--- src/rtl/reg_wb_queue.sv ---
`default_nettype none
// ============================================================================
//  Module      : reg_wb_queue
//  Description : Write-back queue between the execute stage and the register
//                file. Accepts register writes from the ALU and the load path
//                (loads have priority), buffers them in order in a small FIFO
//                and issues one write per cycle on a registered rf_* port.
//                Optional macro REG_WB_PENDING_EN enables the pending-write
//                mask used for read-after-write hazard detection; when it is
//                undefined, `pending` is tied to zero.
//  Revision    : 1.0 - initial release
// ============================================================================
module reg_wb_queue #(
   parameter int WIDTH      = 16,
   parameter int ADDR_WIDTH = 4,
   parameter int DEPTH      = 4
) (
   input  logic                          clk,
   input  logic                          rst_n,
   input  logic                          alu_valid,
   output logic                          alu_ready,
   input  logic [ADDR_WIDTH-1:0]         alu_addr,
   input  logic [WIDTH-1:0]              alu_data,
   input  logic                          mem_valid,
   output logic                          mem_ready,
   input  logic [ADDR_WIDTH-1:0]         mem_addr,
   input  logic [WIDTH-1:0]              mem_data,
   input  logic                          hold,
   input  logic                          flush,
   output logic                          rf_we,
   output logic [ADDR_WIDTH-1:0]         rf_addr,
   output logic [WIDTH-1:0]              rf_data,
   output logic [$clog2(DEPTH):0]        count,
   output logic [(1<<ADDR_WIDTH)-1:0]    pending
);

   localparam int PTR_W = $clog2(DEPTH);
   localparam int CNT_W = PTR_W + 1;
   localparam int NREG  = 1 << ADDR_WIDTH;

   localparam logic [CNT_W-1:0] c_full_count = CNT_W'(DEPTH);
   localparam logic [PTR_W-1:0] c_ptr_one    = PTR_W'(1);
   localparam logic [CNT_W-1:0] c_cnt_one    = CNT_W'(1);

   // FIFO storage and pointers
   logic [ADDR_WIDTH-1:0] r_addr_mem [DEPTH];
   logic [WIDTH-1:0]      r_data_mem [DEPTH];
   logic [PTR_W-1:0]      r_head;
   logic [PTR_W-1:0]      r_tail;
   logic [CNT_W-1:0]      r_count;

   // Registered write-port stage
   logic                  r_rf_we;
   logic [ADDR_WIDTH-1:0] r_rf_addr;
   logic [WIDTH-1:0]      r_rf_data;

   // Handshake / control wires
   logic                  w_empty;
   logic                  w_full;
   logic                  w_mem_ready;
   logic                  w_alu_ready;
   logic                  w_push;
   logic                  w_pop;
   logic [ADDR_WIDTH-1:0] w_push_addr;
   logic [WIDTH-1:0]      w_push_data;

   // Occupancy decode, ready generation and push/pop qualification.
   // Readiness depends only on the current count, so a pop on the same edge
   // never opens a slot for a request while the queue is full.
   always_comb begin
      w_empty     = (r_count == '0);
      w_full      = (r_count == c_full_count);
      w_mem_ready = rst_n & ~flush & ~w_full;
      w_alu_ready = w_mem_ready & ~mem_valid;
      w_push      = (mem_valid & w_mem_ready) | (alu_valid & w_alu_ready);
      w_push_addr = mem_valid ? mem_addr : alu_addr;
      w_push_data = mem_valid ? mem_data : alu_data;
      w_pop       = ~flush & ~hold & ~w_empty;
   end

   // Entry storage; writes are gated by the ready logic, which is low in reset
   always_ff @(posedge clk) begin
      if (w_push) begin
         r_addr_mem[r_tail] <= w_push_addr;
         r_data_mem[r_tail] <= w_push_data;
      end
   end

   // Pointers, occupancy and the registered register-file write stage
   always_ff @(posedge clk) begin
      if (!rst_n) begin
         r_head    <= '0;
         r_tail    <= '0;
         r_count   <= '0;
         r_rf_we   <= 1'b0;
         r_rf_addr <= '0;
         r_rf_data <= '0;
      end else if (flush) begin
         // A write already on rf_* completes at this edge by itself
         r_head    <= '0;
         r_tail    <= '0;
         r_count   <= '0;
         r_rf_we   <= 1'b0;
      end else begin
         if (w_push) begin
            r_tail <= r_tail + c_ptr_one;
         end
         if (w_pop) begin
            r_head    <= r_head + c_ptr_one;
            r_rf_we   <= 1'b1;
            r_rf_addr <= r_addr_mem[r_head];
            r_rf_data <= r_data_mem[r_head];
         end else begin
            r_rf_we   <= 1'b0;
         end
         case ({w_push, w_pop})
            2'b10:   r_count <= r_count + c_cnt_one;
            2'b01:   r_count <= r_count - c_cnt_one;
            default: r_count <= r_count;
         endcase
      end
   end

`ifdef REG_WB_PENDING_EN
   logic [DEPTH-1:0] w_slot_valid;
   logic [NREG-1:0]  w_pending;

   // A slot holds a live entry when its distance from the head is below count
   generate
      for (genvar i = 0; i < DEPTH; i++) begin : g_slot
         logic [PTR_W-1:0] w_slot_off;
         assign w_slot_off      = PTR_W'(i) - r_head;
         assign w_slot_valid[i] = ({1'b0, w_slot_off} < r_count);
      end
   endgenerate

   // OR of one-hot destination decodes over live entries and the output stage
   always_comb begin
      w_pending = '0;
      for (int i = 0; i < DEPTH; i++) begin
         if (w_slot_valid[i]) begin
            w_pending[r_addr_mem[i]] = 1'b1;
         end
      end
      if (r_rf_we) begin
         w_pending[r_rf_addr] = 1'b1;
      end
   end

   assign pending = w_pending;
`else
   assign pending = '0;
`endif

   assign mem_ready = w_mem_ready;
   assign alu_ready = w_alu_ready;
   assign rf_we     = r_rf_we;
   assign rf_addr   = r_rf_addr;
   assign rf_data   = r_rf_data;
   assign count     = r_count;

endmodule
`default_nettype wire
--- config.mk ---
export PLATFORM = sky130hd
export DESIGN_NAME = reg_wb_queue
export DESIGN_NICKNAME = d
export VERILOG_FILES = /design/src/rtl/reg_wb_queue.sv
export SDC_FILE = /design/constraint.sdc
export NUM_CORES = 1
export LEC_CHECK = 0
export CAP_MARGIN = 20
export CORE_MARGIN = 2
export CORE_UTILIZATION = 51
export CTS_CLUSTER_SIZE = 28
export DETAILED_ROUTE_END_ITERATION = 16
export GPL_TIMING_DRIVEN = 0
export PLACE_DENSITY = 0.86
export RECOVER_POWER = 25
export SLEW_MARGIN = 30
export SYNTH_ARGS = -nofsm -noshare
export SYNTH_HDL_FRONTEND = slang
export SYNTH_SLANG_ARGS = --single-unit
--- constraint.sdc ---
create_clock -name clk -period 2.7 [get_ports clk]
set_clock_uncertainty 0.15 [all_clocks]
set_input_delay 0.54 -clock clk [delete_from_list [all_inputs] [get_ports clk]]
set_output_delay 0.54 -clock clk [all_outputs]
set_load 0.1 [all_outputs]
==> Yosys cells after proc, flatten, opt, wreduce, memory -nomap -nowiden <==
Memories as Yosys holds them, arrays and structs flattened. A register that Yosys moved wholly into a read port is not among the register bits.
Index checks and enable logic that the tools add are counted.
{ "totals": {"register_bits": 8, "latch_bits": 0, "mem_bits_rw": 80, "mem_bits_ro": 0, "output_inout_bits": 42, "memories": 2} }
{ "op_classes": {"addsub": 4, "multipliers": 0, "n_div": 0, "magnitude_cmp": 0, "eq_ne": 3, "shift": 0, "n_mux": 6, "bitwise": 14, "reduce_logical": 6} }
{ "mem_list": {"columns": ["memory", "words", "word_bits", "read_ports", "rd_ports_with_merged_regs", "wr", "line_no", "source"], "rows": [
  ["r_data_mem", 4, 16, 1, 1, 1, "47", "logic [WIDTH-1:0] r_data_mem [DEPTH];"],
  ["r_addr_mem", 4, 4, 1, 1, 1, "46", "logic [ADDR_WIDTH-1:0] r_addr_mem [DEPTH];"]
]} }
{ "op_table": {"columns": ["op", "n"], "rows": [
  ["2-to-1 mux 16 bit", 1],
  ["AND 1 bit", 7],
  ["NOT 1 bit", 6],
  ["one-hot mux 3 bit (2 select lines)", 1],
  ["adder 2 x 1 -> 2 bit, second input constant", 2],
  ["2-to-1 mux 4 bit", 1],
  ["adder 3 x 1 -> 3 bit, second input constant", 1],
  ["== test 3 bit, second input constant", 1],
  ["zero test 3 bit", 1],
  ["2-to-1 mux 1 bit", 3],
  ["subtractor 3 x 1 -> 3 bit, second input constant", 1],
  ["== test 2 x 1 -> 1 bit, second input constant", 1],
  ["== test 2 bit, second input constant", 1],
  ["zero test 1 bit", 2],
  ["AND reduction 2 bit", 1],
  ["nonzero test 2 bit", 1],
  ["OR reduction 2 bit", 1],
  ["OR 1 bit", 1]
]} }

==> Depth between registers and ports, before layout <==
Gate-level depths: netlist of run 1.
{ "depth": {"word_depth": 8, "ltp_mapped": 10, "mapped_depth_nobuf": 9} }

==> Worst setup path after synthesis of run 1 <==
OpenSTA, ideal clock, no wires.
{ "synth_path": {"kind": "reg2out", "from": "register r_count[0] (netlist: count[0])", "to": "output alu_ready", "t_arrival_ns": 4.229, "required_time_ns": 2.010, "slack_ns": -2.219, "path_stages_with_launch": 4, "n_path_buf": 0, "path_cell_list": "dfxtp_1 > nor2_1 > a21oi_1 > nor2b_1"} }
{ "synth_between": {"elab_chain_len": 4} }
{ "synth_rtl": {"columns": ["item", "line_no", "source"], "rows": [
  ["from (decl)", "50", "logic [CNT_W-1:0] r_count;"],
  ["from (signal assigned)", "117", "2'b10: r_count <= r_count + c_cnt_one;"],
  ["from (signal assigned)", "118", "2'b01: r_count <= r_count - c_cnt_one;"],
  ["from (signal assigned)", "119", "default: r_count <= r_count;"],
  ["== test 3 bit", "72", "w_full = (r_count == c_full_count);"],
  ["NOT 1 bit", "73", "w_mem_ready = rst_n & ~flush & ~w_full;"],
  ["AND 1 bit", "73", null],
  ["via mem_ready", "25", "output logic mem_ready,"],
  ["AND 1 bit", "74", "w_alu_ready = w_mem_ready & ~mem_valid;"],
  ["to (decl)", "21", "output logic alu_ready,"]
]} }
The timed path passes the listed nets, and every way through them passes these cells.

==> Worst setup path in the final report of run 1 <==
{ "layout_path": {"from": "register r_count[2] (netlist: count[2])", "to": "output count[2]"} }
{ "layout_rtl": {"columns": ["item", "line_no", "source"], "rows": [
  ["to (decl)", "33", "output logic [$clog2(DEPTH):0] count,"]
]} }
No word-level cell between the ends.

==> flow_metrics.tcl, run 1 <==
set metrics [dict create \
    status "finished clean" \
    vias 2385 \
    synth_cells 245 \
    hpwlAfterDp_um 5360 \
    yosys-top-cells-area "edfxtp_1 55%, dfxtp_1 13%, mux4_2 7.7%" \
    place.gp.congestion 0.772 \
    synth.distinct_cells 33 \
    grt_first_pass_wirelength_um 11700 \
    cts_buffer_depth 2 \
    ir_drop_v 0.000342 \
    synthMuxAreaShare_pct 16.4 \
    yosys.area_share.adder_pct 1.89 \
    fin_ws_ns 0.0509 \
    cts_sinks 108 \
    ys_ff_latch 108 \
    avgSynthCellArea_um2 17.8 \
    period_share_pct 98.1 \
    row_count 33 \
    antenna_found_initial 0 \
    core_um2 8260 \
    rsz0062_at_grt "false" \
    drtIter0Drc 102 \
    first_global_vias 2282 \
    die_area_um2 9330 \
    ios 88 \
    drcViolationCount 0 \
    cts_tree "done" \
    r2r_end "count[2]$_SDFFE_PP0P_" \
    grt_max_degree 21 \
    cts.clk_slew.worst_paths_ns 0.09 \
    start_util_pct 52.9 \
    period_needed_ns 2.65 \
    crit_start "count[2]$_SDFFE_PP0P_" \
    slowest_stage "clkdlybuf4s50_1" \
    drtPass1Iterations 4 \
    track_usage_pct 17.9 \
    fp.dieW_um 96.6 \
    slew_headroom_pct 33.0 \
    placedCellCount 436 \
    path_cells "clkdlybuf4s50_1" \
    worst_slew_pin_slew_ns 1.00 \
    yosys_warnings 0 \
    cp_top_family "buffers and inverters" \
    r2r_cells 9 \
    wl_per_cell_um 17.3 \
    rrSetupSlack_ns 0.32 \
    hold_buffers 0 \
    criticalPathCategory "register to primary output" \
    port-buffer-count 71 \
    synth_top_family_by_area "multiplexers" \
    min_from "rf_data[11]$_SDFFE_PN0P_" \
    clock_tree.root_cell "clkbuf_8" \
    nets 397 \
    critPathRequiredTime_ns 2.01 \
    drt-vias-per-instance 5.24 \
    leakagePower_uw 0.00191 \
    drv_slew 0 \
    clk_latency_ns 0.34 \
    dp_slack_ns -0.779 \
    cts_htree_levels 3 \
    max_freq_ghz 0.377 \
    finalWirelength_um 7890 \
    yosysSeqAreaShare_pct 67.8 \
    diodes 0 \
    end_kind "primary output" \
    start_kind "register" \
    r2r-start "count[0]$_SDFFE_PP0P_" \
    cap_violations 0 \
    worst-path-buf-inv 1 \
    final_cells 455 \
    grt-ovfl-total 0 \
    numCtsBuffers 9 \
    whs_path_depth 1 \
    critPathMaxStageDelay_ns 1.17 \
    yosysTopAreaCell "edfxtp_1" \
    netlist_area_um2 4370 \
    min_path_type "register to register" \
    synth_top_cell_area_share_pct 55.0 \
    dieHeight_um 96.6 \
    setup_viol 0 \
    power_density_nw_per_um2 554 \
    ant_nets 0 \
    synth_xor_area_share_pct 0.401 \
    area_growth_pct 25.7 \
    hold_viol 0 \
    worstPathMaxFanout 7 \
    synth_compound_area_share_pct 5.61 \
    layout-drive-gt1-share_pct 22.6 \
    yosys.area_share.simple_pct 2.69 \
    crit_arrival_ns 1.96 \
    min_to "rf_data[11]$_SDFFE_PN0P_" \
]
-- cell type report --
type,instances,area [µm²]
sequential,108,2970
fill,572,2760
multi-input combinational,117,1270
timing repair buffer,74,728
buffer,28,204
clock buffer,13,159
tap,105,131
inverter,7,26.3
clock inverter,3,12.5
-- metrics by stage --
| step | total power (µW) | setup TNS [ns] | hold slack [ns] | util [%] | instance area, µm² |
|---|---|---|---|---|---|
| after floorplan | 2110 | -0.156 | 0.403 | - | 4450 |
| after global placement | 2210 | -36.53 | 0.308 | 64.1 | 5290 |
| after detailed placement | 2230 | -32.71 | 0.316 | 64.1 | 5300 |
| after CTS | 3060 | 0 | 0.339 | 66.3 | 5470 |
| after global routing | 3150 | 0 | 0.354 | 66.5 | 5490 |
| final | 3040 | 0 | 0.337 | 66.5 | 5490 |
-- cells in the final DEF, fill, tap and decap left out, types with 2 or more instances in the layout --
cell and n:
a21oi_1 3, a22o_1 20, and2_2 4, buf_2 2
buf_4 22, buf_6 4, clkbuf_1 6, clkbuf_8 11
clkdlybuf4s50_1 67, clkinv_1 2, conb_1 16, dfxtp_1 25
dfxtp_2 3, edfxtp_1 80, ha_1 5, inv_1 7
mux2_1 10, mux2_2 12, mux4_1 5, mux4_2 15
nor2_1 9, nor3_1 2, xor2_1 2
-- cell usage after synthesis --
library cell,number
a211oi_2,1
a21boi_1,1
a21oi_1,4
a22o_1,20
a311oi_1,1
a31o_2,1
and2_1,4
and3_4,1
buf_1,3
buf_2,3
buf_4,18
buf_6,3
clkbuf_1,1
conb_1,1
dfxtp_1,28
edfxtp_1,80
fa_1,1
ha_1,5
inv_1,7
mux2_1,2
mux2_2,20
mux4_1,5
mux4_2,15
nand2b_1,1
nand3b_1,1
nor2_1,9
nor2b_1,1
nor3_1,2
o21ai_0,1
o31ai_1,1
or3_1,1
or3_4,1
xor2_1,2
-- state kept, by name, summed over array words and instances (netlist names) --
| register | cells |
|---|---|
| r_data_mem | 64 |
| r_addr_mem | 16 |
| rf_data | 16 |
| rf_addr | 4 |
| count | 3 |
| r_head | 2 |
| r_tail | 2 |
| rf_we | 1 |
-- worst max path at each step --
stage	slack [ns]	cells past startpoint	end
4_1_cts	0.05	1	count[2]
3_3_place_gp	-0.77	6	alu_ready
3_5_place_dp	-0.78	6	alu_ready
2_1_floorplan	-0.16	3	alu_ready
6_report	0.05	1	count[2]
5_1_grt	0.005	1	count[2]
-- cells by family (layout without fill, tap and decap cells) --
logic type	Yosys count	count (layout)
AOI/OAI and AO/OA	30	30
and+or+nand+nor	21	21
other	1	16
DFF	108	108
buffers and inverters	35	125
xor gates and xnor gates	2	2
muxes	42	42
adders and majority gates	6	6
-- routing by layer --
metal  track usage, %  vias up  part of all wire (%)
met5                0        -                     0
met4             4.93        0                   1.1
met3             4.19        6                   7.5
met1             22.7     1170                    39
li1                 -     1123                     -
met2             31.0       86                    52
-- where the power goes --
group / total (µW) / switching [µW] / internal [µW]
registers: 1830 / 9.36 / 1820
logic: 359 / 226 / 133
clock network: 855 / 475 / 380
total: 3040 / 710 / 2330
-- repair_timing --
action,4_1_cts,5_1_grt
resized for setup,16,2
setup buffers,0,3
setup endpoints to repair,43,2
cloned,0,0
pin swaps,0,1
Note: power is estimated with default switching activity, not from simulation.
==> run 2, diff against run 1 <==
--- a/config.mk
+++ b/config.mk
@@ -8,6 +8,7 @@
 export CAP_MARGIN = 20
 export CORE_MARGIN = 2
 export CORE_UTILIZATION = 51
+export CTS_CLUSTER_DIAMETER = 120
 export CTS_CLUSTER_SIZE = 28
 export DETAILED_ROUTE_END_ITERATION = 16
 export GPL_TIMING_DRIVEN = 0
==> results of run 2 <==
No change in the layout: final DEF, timing and power equal those of run 1.
